## src/rtl/rv32i_types.sv

```systemverilog
// Shared types and constants for the branch-predictor update queue.
package rv32i_types;

  localparam int unsigned BP_PATTERN_BITS = 4;
  localparam int unsigned BP_QUEUE_DEPTH  = 4;

  typedef struct packed {
    logic [BP_PATTERN_BITS-1:0] pattern;
    logic                       pred;
  } bp_entry_t;

endpackage

```

## src/rtl/bp_entry_fifo.sv

```systemverilog
// Circular entry store with head/tail pointers and an occupancy counter.
// Clear wins over push; a pop while full frees the slot that a same-cycle push takes.
module bp_entry_fifo
  import rv32i_types::*;
#(
  parameter int unsigned DEPTH   = BP_QUEUE_DEPTH,
  parameter type         entry_t = bp_entry_t
) (
  input  logic                       clk,
  input  logic                       rst_n,
  input  logic                       push,
  input  entry_t                     push_data,
  input  logic                       pop,
  input  logic                       clear,
  output entry_t                     head_data,
  output logic [$clog2(DEPTH):0]     count,
  output logic                       full
);

  localparam int unsigned PW = $clog2(DEPTH);
  localparam int unsigned CW = PW + 1;

  entry_t          mem_q [DEPTH];
  entry_t          mem_d [DEPTH];
  logic [PW-1:0]   head_q, head_d;
  logic [PW-1:0]   tail_q, tail_d;
  logic [CW-1:0]   count_q, count_d;
  logic            pop_ok;
  logic            push_ok;

  assign full      = (count_q == CW'(DEPTH));
  assign count     = count_q;
  assign head_data = mem_q[head_q];

  always_comb begin
    pop_ok  = pop && (count_q != '0);
    push_ok = push && !clear && (!full || pop_ok);
    mem_d   = mem_q;
    head_d  = head_q;
    tail_d  = tail_q;
    count_d = count_q;
    if (push_ok) begin
      mem_d[tail_q] = push_data;
    end
    if (clear) begin
      head_d  = '0;
      tail_d  = '0;
      count_d = '0;
    end else begin
      // Pointers are exactly log2(DEPTH) bits, so the increment wraps modulo DEPTH.
      head_d  = head_q + PW'(pop_ok);
      tail_d  = tail_q + PW'(push_ok);
      count_d = count_q + CW'(push_ok) - CW'(pop_ok);
    end
  end

  always_ff @(posedge clk or negedge rst_n) begin
    if (!rst_n) begin
      for (int unsigned i = 0; i < DEPTH; i++) begin
        mem_q[i] <= '0;
      end
      head_q  <= '0;
      tail_q  <= '0;
      count_q <= '0;
    end else begin
      mem_q   <= mem_d;
      head_q  <= head_d;
      tail_q  <= tail_d;
      count_q <= count_d;
    end
  end

endmodule

```

## src/rtl/bp_update_queue.sv

```systemverilog
// In-order predictor update queue between IF and MEM; flags mispredictions.
// Optional statistics counters are enabled by defining BP_UPDATE_QUEUE_STATS_EN.
module bp_update_queue
  import rv32i_types::*;
#(
  parameter int unsigned PATTERN_BITS = BP_PATTERN_BITS,
  parameter int unsigned DEPTH        = BP_QUEUE_DEPTH
) (
  input  logic                       clk,
  input  logic                       rst_n,
  input  logic                       if_push,
  input  logic [PATTERN_BITS-1:0]    if_pattern,
  input  logic                       if_pred,
  output logic                       full,
  input  logic                       mem_resolve,
  input  logic                       mem_taken,
  input  logic                       flush,
  output logic                       upd_valid,
  output logic [PATTERN_BITS-1:0]    upd_pattern,
  output logic                       upd_taken,
  output logic                       mispredict,
  output logic [$clog2(DEPTH):0]     count
`ifdef BP_UPDATE_QUEUE_STATS_EN
  ,
  output logic [31:0]                stat_resolved,
  output logic [31:0]                stat_mispredict
`endif
);

  typedef struct packed {
    logic [PATTERN_BITS-1:0] pattern;
    logic                    pred;
  } entry_t;

  entry_t                  push_entry;
  entry_t                  head_entry;
  logic                    resolve_ok;
  logic                    mis_now;
  logic                    clear;

  logic                    upd_valid_q, upd_valid_d;
  logic [PATTERN_BITS-1:0] upd_pattern_q, upd_pattern_d;
  logic                    upd_taken_q, upd_taken_d;
  logic                    mispredict_q, mispredict_d;

  assign push_entry = '{pattern: if_pattern, pred: if_pred};

  // A mispredict discards all younger wrong-path entries the same way a flush does.
  assign resolve_ok = mem_resolve && (count != '0);
  assign mis_now    = resolve_ok && (head_entry.pred != mem_taken);
  assign clear      = flush || mis_now;

  bp_entry_fifo #(
    .DEPTH   (DEPTH),
    .entry_t (entry_t)
  ) u_fifo (
    .clk       (clk),
    .rst_n     (rst_n),
    .push      (if_push),
    .push_data (push_entry),
    .pop       (resolve_ok),
    .clear     (clear),
    .head_data (head_entry),
    .count     (count),
    .full      (full)
  );

  always_comb begin
    upd_valid_d   = resolve_ok;
    upd_pattern_d = upd_pattern_q;
    upd_taken_d   = upd_taken_q;
    mispredict_d  = mis_now;
    if (resolve_ok) begin
      upd_pattern_d = head_entry.pattern;
      upd_taken_d   = mem_taken;
    end
  end

  always_ff @(posedge clk or negedge rst_n) begin
    if (!rst_n) begin
      upd_valid_q   <= 1'b0;
      upd_pattern_q <= '0;
      upd_taken_q   <= 1'b0;
      mispredict_q  <= 1'b0;
    end else begin
      upd_valid_q   <= upd_valid_d;
      upd_pattern_q <= upd_pattern_d;
      upd_taken_q   <= upd_taken_d;
      mispredict_q  <= mispredict_d;
    end
  end

  assign upd_valid   = upd_valid_q;
  assign upd_pattern = upd_pattern_q;
  assign upd_taken   = upd_taken_q;
  assign mispredict  = mispredict_q;

`ifdef BP_UPDATE_QUEUE_STATS_EN
  logic [31:0] stat_resolved_q, stat_resolved_d;
  logic [31:0] stat_mispredict_q, stat_mispredict_d;

  always_comb begin
    stat_resolved_d   = stat_resolved_q;
    stat_mispredict_d = stat_mispredict_q;
    if (resolve_ok && (stat_resolved_q != '1)) begin
      stat_resolved_d = stat_resolved_q + 32'd1;
    end
    if (mis_now && (stat_mispredict_q != '1)) begin
      stat_mispredict_d = stat_mispredict_q + 32'd1;
    end
  end

  always_ff @(posedge clk or negedge rst_n) begin
    if (!rst_n) begin
      stat_resolved_q   <= '0;
      stat_mispredict_q <= '0;
    end else begin
      stat_resolved_q   <= stat_resolved_d;
      stat_mispredict_q <= stat_mispredict_d;
    end
  end

  assign stat_resolved   = stat_resolved_q;
  assign stat_mispredict = stat_mispredict_q;
`endif

endmodule

```

## config.mk

```make
export PLATFORM = sky130hd
export DESIGN_NAME = bp_update_queue
export DESIGN_NICKNAME = d
export VERILOG_FILES = /design/src/rtl/rv32i_types.sv /design/src/rtl/bp_entry_fifo.sv /design/src/rtl/bp_update_queue.sv
export SDC_FILE = /design/constraint.sdc
export NUM_CORES = 1
export LEC_CHECK = 0
export CORE_MARGIN = 2
export CORE_UTILIZATION = 35
export CTS_CLUSTER_DIAMETER = 150
export CTS_CLUSTER_SIZE = 12
export DETAILED_ROUTE_END_ITERATION = 10
export PLACE_DENSITY = 0.56
export SLEW_MARGIN = 20
export SYNTH_ARGS = -nofsm -noshare
export SYNTH_HDL_FRONTEND = slang
export SYNTH_SLANG_ARGS = --single-unit
```

## constraint.sdc

```tcl
create_clock -name clk -period 6.23 [get_ports clk]
set_input_delay 1.246 -clock clk [delete_from_list [all_inputs] [get_ports clk]]
set_output_delay 1.246 -clock clk [all_outputs]
set_load 0.02 [all_outputs]
```

==> out/summary.log, run 1 <==
INFO  outcome        status=finished, final reports clean
INFO  die            placement_rows=25
INFO  critical_path  critPathRequiredTime=6.41ns
INFO  clock_network  max-clock-path-buffers=2
INFO  drt            detail_route.drc_violations=0
INFO  pwr            switching_power=291.4uW
INFO  layout         layout.filler_cells=440
INFO  yosys          synth.cells.most_frequent=dfrtp_1, mux2_1, nand2_1, inv_1, nor2_1
INFO  yosys          synth-async-reset-ratio=100.0%
INFO  yosys          synth_enable_flop_cells=0
INFO  min_path       min-delay-path-class=reg2reg
INFO  clock_network  postCtsSetupRepairBufs=0
INFO  timing         relSlewSlack=50.93%
INFO  timing         timing_max_transition_violations_final=0
INFO  yosys          ys_top_cells_by_area=dfrtp_1, mux2_1, mux4_1, a211oi_4, nand2_1
INFO  timing         timing.clock.skew=0.007135ns
INFO  die            vertical_die_dimension=72.75um
INFO  die            die_area=5292um^2
INFO  die            initial_utilization=35.73%
INFO  drt            drt_first_pass_iters=4
INFO  yosys          synth_area=1654um^2
INFO  critical_path  cp-end-kind=flip-flop
INFO  pwr            power_frac_seq=42.1%
INFO  timing         timing_worst_slew_pin_value=0.7336ns
INFO  global_routing globalRouteOverflowTotal=0
INFO  clock_network  cts-buffers-inserted=5
INFO  clock_network  cts_hold_buf=0
INFO  die            io_pins=22
INFO  timing         post-route-period-util=57.60%
INFO  critical_path  crit_arrival=3.77ns
INFO  layout         register_area=850.8um^2
INFO  yosys          synth-main-ff-cell=dfrtp_1
INFO  pwr            worst_ir_drop_vdd=145.5uV
INFO  yosys          synth.largest_area_cell=dfrtp_1
INFO  critical_path  critical_path_peak_fanout=15
INFO  pwr            swShare=34.79%
INFO  pwr            internal_power=546.0uW
INFO  layout         layout.core_utilization=43.46%
INFO  clock_network  clk_transition_reported_paths=0.07ns
INFO  layout         multi_input_combinational_cell_area=765.7um^2
INFO  pwr            p_comb_share=37.8%
INFO  drt            routed_via_density=4.913
INFO  die            design.core.area=4629um^2
INFO  critical_path  path_class=in2reg
INFO  placement      dpl.hpwl=2196um
INFO  layout         synthToLayoutAreaGrowth=21.63%
INFO  pwr            power.leakage=0.0008967uW
INFO  yosys          synth.avg_cell_area=14.51um^2
INFO  clock_network  insertion_delay=0.29ns
INFO  timing         setup_tns=0ns
INFO  clock_network  ctsHtreeMaxLevel=2
INFO  placement      gpl.final_weighted_congestion=0.7040
INFO  critical_path  reg2reg_setup_slack=3.35ns
INFO  yosys          ys_ff_latch=34
INFO  layout         design.final.nets=156
INFO  yosys          yosys.area.top_type_share=51.44%
INFO  timing         worst_slack=2.641ns
INFO  timing         hold_viol=0
INFO  yosys          yosysMostFrequentCell=dfrtp_1
INFO  layout         antenna_cells_inserted=0
INFO  timing         setup_violations=0
INFO  timing         grt_setup_unrepaired=false
INFO  die            fp.dieW=72.75um
INFO  min_path       timing.hold.worst_path_depth=1
INFO  timing         achievable-frequency=0.2787GHz
INFO  critical_path  family_of_cells_with_the_greatest_summed_delay_on_the_critical_path=buffers and inverters
INFO  drt            wire_per_inst=15.49um
INFO  clock_network  postCtsResizedCells=0
INFO  critical_path  critical-path-slowest-cell=clkdlybuf4s50_1
INFO  critical_path  worstSetupPathDepth=11
INFO  yosys          syn_nets=130
INFO  layout         layout-drive-gt1-share=14.18%
INFO  clock_network  clock_tree.root_cell=clkbuf_8
INFO  timing         period_needed=3.589ns
INFO  placement      port_buffers=21
INFO  clock_network  cts_tree=done
INFO  critical_path  cpPeakStageDelay=0.58ns
INFO  yosys          netlist_instances=114
INFO  critical_path  timing.critical_path.from_type=input port
INFO  drt            detail_route.iter0.violations=43
INFO  critical_path  cp_cell_sequence=clkdlybuf4s50_1, o31ai_4, inv_1, ha_1, inv_1, ha_1, inv_1, fa_1, xnor2_1, xnor2_1, nor2_1
INFO  global_routing number_of_global_route_vias_before_repair=1012
INFO  global_routing first_pass_grt_wire_length=5002um
INFO  run            drv.max_cap_violation_count=0
INFO  critical_path  timing.critical_path.buf_inv=4
INFO  clock_network  clock_sinks=34
INFO  yosys          synth.yosys.warnings=0
INFO  drt            route.antenna.remaining_nets=0
INFO  drt            finalWirelength=3021um
INFO  yosys          synth.distinct_cells=24
INFO  global_routing grt_antenna_before_repair=0
INFO  pwr            power_density=416.2nW/um^2
INFO  critical_path  cp_common_cell=inv_1
INFO  critical_path  worst_r2r_path_depth=10
INFO  drt            via_count=958
INFO  global_routing all_layer_global_routing_usage=13.04%
INFO  global_routing grt_start_max_net_pins=35
INFO  yosys          yosysSeqAreaShare=51.44%
INFO  pwr            power.share.clock=20.1%
INFO  placement      pre_cts_ws=2.318ns
[layer usage]
metal	vias to the layer above	global-route usage (%)	wire length (um)
met5	-	0	0
met4	0	4.321	41
met3	4	4.558	122
met2	20	21.72	1538
met1	482	15.81	1318
li1	452	-	-
[metrics by stage]
| stage | instances | instance area [um^2] | hold slack, ns | total power [uW] |
|---|---|---|---|---|
| finish | 195 | 2012 | 0.4785 | 837.4 |
| floorplan | 114 | 1654 | 0.4488 | 570.5 |
| CTS | 195 | 2012 | 0.4836 | 849.2 |
| global placement | 187 | 1921 | 0.4593 | 670.6 |
| global route | 195 | 2012 | 0.4928 | 895.3 |
| detailed placement | 187 | 1921 | 0.4690 | 678.8 |
[power by group through the flow]
stage               logic (uW)  clock network (uW)  registers [uW]
floorplan                  203                   0             367
global route               350                 183             361
detailed placement         322                   0             357
finish                     317                 168             352
CTS                        323                 173             353
global placement           315                   0             355
[kinds of logic after synthesis]
logic type      Yosys count  share of synthesized area, %
flops                    34                         51.44
fa+ha+maj                 5                         4.236
xor+xnor                  5                         3.782
mux                      25                         21.33
compound gates            8                         8.623
buf+inv                   8                         2.270
simple gates             29                         8.321
[placed cells by master, fill, tap and decap left out, drive strengths merged]
master / synthesis / routed
nor3: 1 / 1
xor2: 1 / 1
inv: 5 / 5
fa: 1 / 1
buf: 1 / 1
nor2: 5 / 5
mux4: 5 / 5
and2: 4 / 4
or3b: 2 / 2
clkbuf: 2 / 7
xnor2: 4 / 4
clkdlybuf4s50: 0 / 21
mux2: 20 / 20
ha: 4 / 4
o41ai: 1 / 1
or3: 1 / 1
clkinv: 0 / 1
a21oi: 1 / 1
nand3b: 1 / 1
nand2: 15 / 15
dfrtp: 34 / 34
a211oi: 4 / 4
o31ai: 1 / 1
a21o: 1 / 1
[final timing paths]
path,startpoint,to
max,mem_resolve,u_fifo.count[2]
min,u_fifo.mem_q[12],u_fifo.mem_q[12]
max reg2reg,u_fifo.head_q[0],u_fifo.count[2]
min reg2reg,u_fifo.mem_q[12],u_fifo.mem_q[12]
max in group asynchronous,rst_n,u_fifo.mem_q[2]
min in group asynchronous,rst_n,u_fifo.mem_q[9]
[state kept, by name, indices dropped and copies added, names as in the netlist]
signal	cells
upd_taken	1
u_fifo.head_q	2
u_fifo.tail_q	2
u_fifo.mem_q	20
u_fifo.count	3
mispredict	1
upd_pattern	4
upd_valid	1
[worst register-to-register path, delay by kind of cell, from the launching register on]
kind | cells | cell delay (ns)
simple gates | 2 | 0.21
buf+inv | 1 | 0.05
mux | 1 | 0.61
compound gates | 1 | 0.28
xor+xnor | 3 | 0.54
flops | 1 | 0.55
fa+ha+maj | 2 | 0.53
[layout make-up]
cell class	instances	area share (%)
tap	54	3.358
multi-input combinational	72	38.06
clock inverter	1	0.2488
sequential	34	42.29
clock buffer	7	4.291
timing repair buffer	22	10.82
inverter	5	0.9328
No activity file was read; power rests on OpenSTA's default activity.
==> run 2: changes to the inputs <==
Clock period 6.23 ns to 3.68 ns, I/O delays scaled along.
==> out/summary.log, run 2 (synthesis results as in run 1) <==
INFO  critical_path  timing.critical_path.from_type=flip-flop
INFO  layout         layout.filler_cells=425 [-3.4%]
INFO  layout         highest_count_cells_in_the_layout_ignoring_fill_and_taps=dfrtp_1, clkdlybuf4s50_1, mux2_1, nand2_1, clkbuf_8
INFO  global_routing grt_start_max_net_pins=35 [unchanged]
INFO  layout         design.final.nets=157 [+0.64%]
INFO  run            drv.max_cap_violation_count=0 [unchanged]
INFO  die            initial_utilization=35.73% [unchanged]
INFO  critical_path  critical_path_peak_fanout=7 [-8]
INFO  die            io_pins=22 [unchanged]
INFO  die            placement_rows=25 [unchanged]
INFO  critical_path  critical-path-slowest-cell=mux4_2
INFO  drt            wire_per_inst=15.31um [-1.2%]
INFO  clock_network  cts_tree=done
INFO  critical_path  path_class=reg2reg
INFO  timing         timing_max_transition_violations_final=0 [unchanged]
INFO  clock_network  insertion_delay=0.28ns [about the same]
INFO  timing         setup_violations=0 [unchanged]
INFO  die            die_area=5292um^2 [unchanged]
INFO  clock_network  clk_transition_reported_paths=0.07ns [about the same]
INFO  clock_network  postCtsResizedCells=0 [unchanged]
INFO  pwr            post-layout-total-power=1479uW [+77%]
INFO  die            design.core.area=4629um^2 [unchanged]
INFO  placement      gpl.final_weighted_congestion=0.8397 [+19%]
INFO  timing         achievable-frequency=0.3464GHz
INFO  timing         setup_tns=0ns [unchanged]
INFO  drt            detail_route.drc_violations=0 [unchanged]
INFO  global_routing first_pass_grt_wire_length=5223um [+4.4%]
INFO  critical_path  critPathRequiredTime=3.84ns [-2.57 ns]
INFO  die            vertical_die_dimension=72.75um [unchanged]
INFO  clock_network  clock_sinks=34 [unchanged]
INFO  die            fp.dieW=72.75um [unchanged]
INFO  layout         synthToLayoutAreaGrowth=23.37%
INFO  timing         post-route-period-util=78.44%
INFO  clock_network  postCtsSetupRepairBufs=0 [unchanged]
INFO  timing         relSlewSlack=51.80% [+0.87 points]
INFO  placement      dpl.hpwl=2204um [+0.35%]
INFO  drt            via_count=961 [+0.31%]
INFO  critical_path  cpPeakStageDelay=0.61ns [+0.03 ns]
INFO  clock_network  cts_hold_buf=0 [unchanged]
INFO  timing         hold_viol=0 [unchanged]
INFO  clock_network  max-clock-path-buffers=2 [unchanged]
INFO  critical_path  cp_cell_sequence=mux4_2, xor2_4, a21o_2, nor2_1, ha_1, inv_1, fa_1, xnor2_1, xnor2_1, nor2_1
INFO  global_routing grt_antenna_before_repair=0 [unchanged]
INFO  pwr            worst_ir_drop_vdd=325.1uV [+120%]
INFO  placement      port_buffers=21 [unchanged]
INFO  clock_network  cts-buffers-inserted=5 [unchanged]
INFO  placement      area_after_dpl=1928um^2 [+0.39%]
INFO  pwr            power_density=724.6nW/um^2 [+74%]
INFO  layout         antenna_cells_inserted=0 [unchanged]
INFO  timing         grt_setup_unrepaired=false
INFO  global_routing number_of_global_route_vias_before_repair=1061 [+4.8%]
INFO  drt            route.antenna.remaining_nets=0 [unchanged]
INFO  layout         postLayoutCellArea=2041um^2 [+1.4%]
INFO  clock_network  clock_tree.root_cell=clkbuf_8
INFO  layout         register_area=850.8um^2 [unchanged]
INFO  drt            drt_first_pass_iters=4 [unchanged]
INFO  timing         whs=0.4713ns [-0.007175 ns]
INFO  min_path       min-delay-path-class=reg2reg
INFO  timing         timing_worst_slew_pin_value=0.7206ns [-0.01300 ns]
INFO  pwr            power.leakage=0.0009109uW [+1.6%]
INFO  layout         largest_register_ffs=20 [unchanged]
INFO  critical_path  cp-end-kind=flip-flop
INFO  layout         regMostFlops=u_fifo.mem_q
INFO  layout         layout.core_utilization=44.08% [+0.62 points]
INFO  timing         period_needed=2.887ns
INFO  critical_path  crit_arrival=3.05ns [-0.72 ns]
INFO  layout         final_common_cell=dfrtp_1
INFO  global_routing globalRouteOverflowTotal=0 [unchanged]
INFO  clock_network  ctsHtreeMaxLevel=2 [unchanged]
INFO  layout         multi_input_combinational_cell_area=765.7um^2 [unchanged]
INFO  timing         timing.clock.skew=0.006624ns [-0.0005111 ns]
INFO  drt            detail_route.iter0.violations=32 [-26%]
INFO  outcome        status=finished, final reports clean
INFO  drt            routed_via_density=4.928 [+0.31%]
INFO  drt            finalWirelength=2986um [-1.2%]
INFO  layout         layout-drive-gt1-share=14.89% [+0.71 points]
INFO  global_routing all_layer_global_routing_usage=13.38% [+0.34 points]
[run 2: changes by cell type in the layout (fill, tap and decap cells not counted), sizes merged]
cell / previous run / this run
clkbuf: 7 / 6
bufinv: 0 / 1
clkinv: 1 / 0
buf: 1 / 2
[run 2: final cells by class]
class                           count  share of cell area [%]
Sequential cell                    34                   41.69
Multi-Input combinational cell     72                   37.52
Timing Repair Buffer               23                   11.04
Clock buffer                        6                   4.047
Tap cell                           54                   3.311
Clock inverter                      1                   1.471
Inverter                            5                  0.9197
[run 2: per-stage QoR]
| stage | cells | setup WS, ns |
|---|---|---|
| 6_report | 195 | 0.7934 |
| 5_1_grt | 195 | 0.6246 |
| 4_1_cts | 195 | 0.7688 |
| 3_5_place_dp | 188 | 0.5731 |
| 3_3_place_gp | 188 | 0.6666 |
| 2_1_floorplan | 114 | 0.9444 |
[run 2: worst paths after layout]
path | to | cells past startpoint | slack, ns | start
max | u_fifo.count[2] | 10 | 0.79 | u_fifo.head_q[0]
min | upd_pattern[0] | 2 | 0.47 | upd_pattern[0]
max in group asynchronous | upd_taken | 2 | 2.51 | rst_n
min in group asynchronous | u_fifo.mem_q[3] | 2 | 0.85 | rst_n
min reg2reg | upd_pattern[0] | 2 | 0.47 | upd_pattern[0]
max reg2reg | u_fifo.count[2] | 10 | 0.79 | u_fifo.head_q[0]
[run 2: worst max-delay path, delay by kind of cell, from the launching register on]
| kind | cells | cell delay [ns] |
|---|---|---|
| mux | 1 | 0.61 |
| xor+xnor | 3 | 0.56 |
| flops | 1 | 0.54 |
| fa+ha+maj | 2 | 0.53 |
| compound gates | 1 | 0.28 |
| simple gates | 2 | 0.22 |
| buf+inv | 1 | 0.05 |
[run 2: power by group]
| group | switching (uW) | internal (uW) |
|---|---|---|
| clock network | 124 | 216 |
| logic | 268 | 274 |
| registers | 93.0 | 504 |
| total | 484 | 994 |
[run 2: routing by layer]
layer / vias up / share of wire (%) / GRT usage, %
li1: 452 / - / -
met1: 482 / 44 / 16.41
met2: 21 / 50 / 22.22
met3: 6 / 4.4 / 4.144
met4: 0 / 1.7 / 4.938
met5: - / 0 / 0
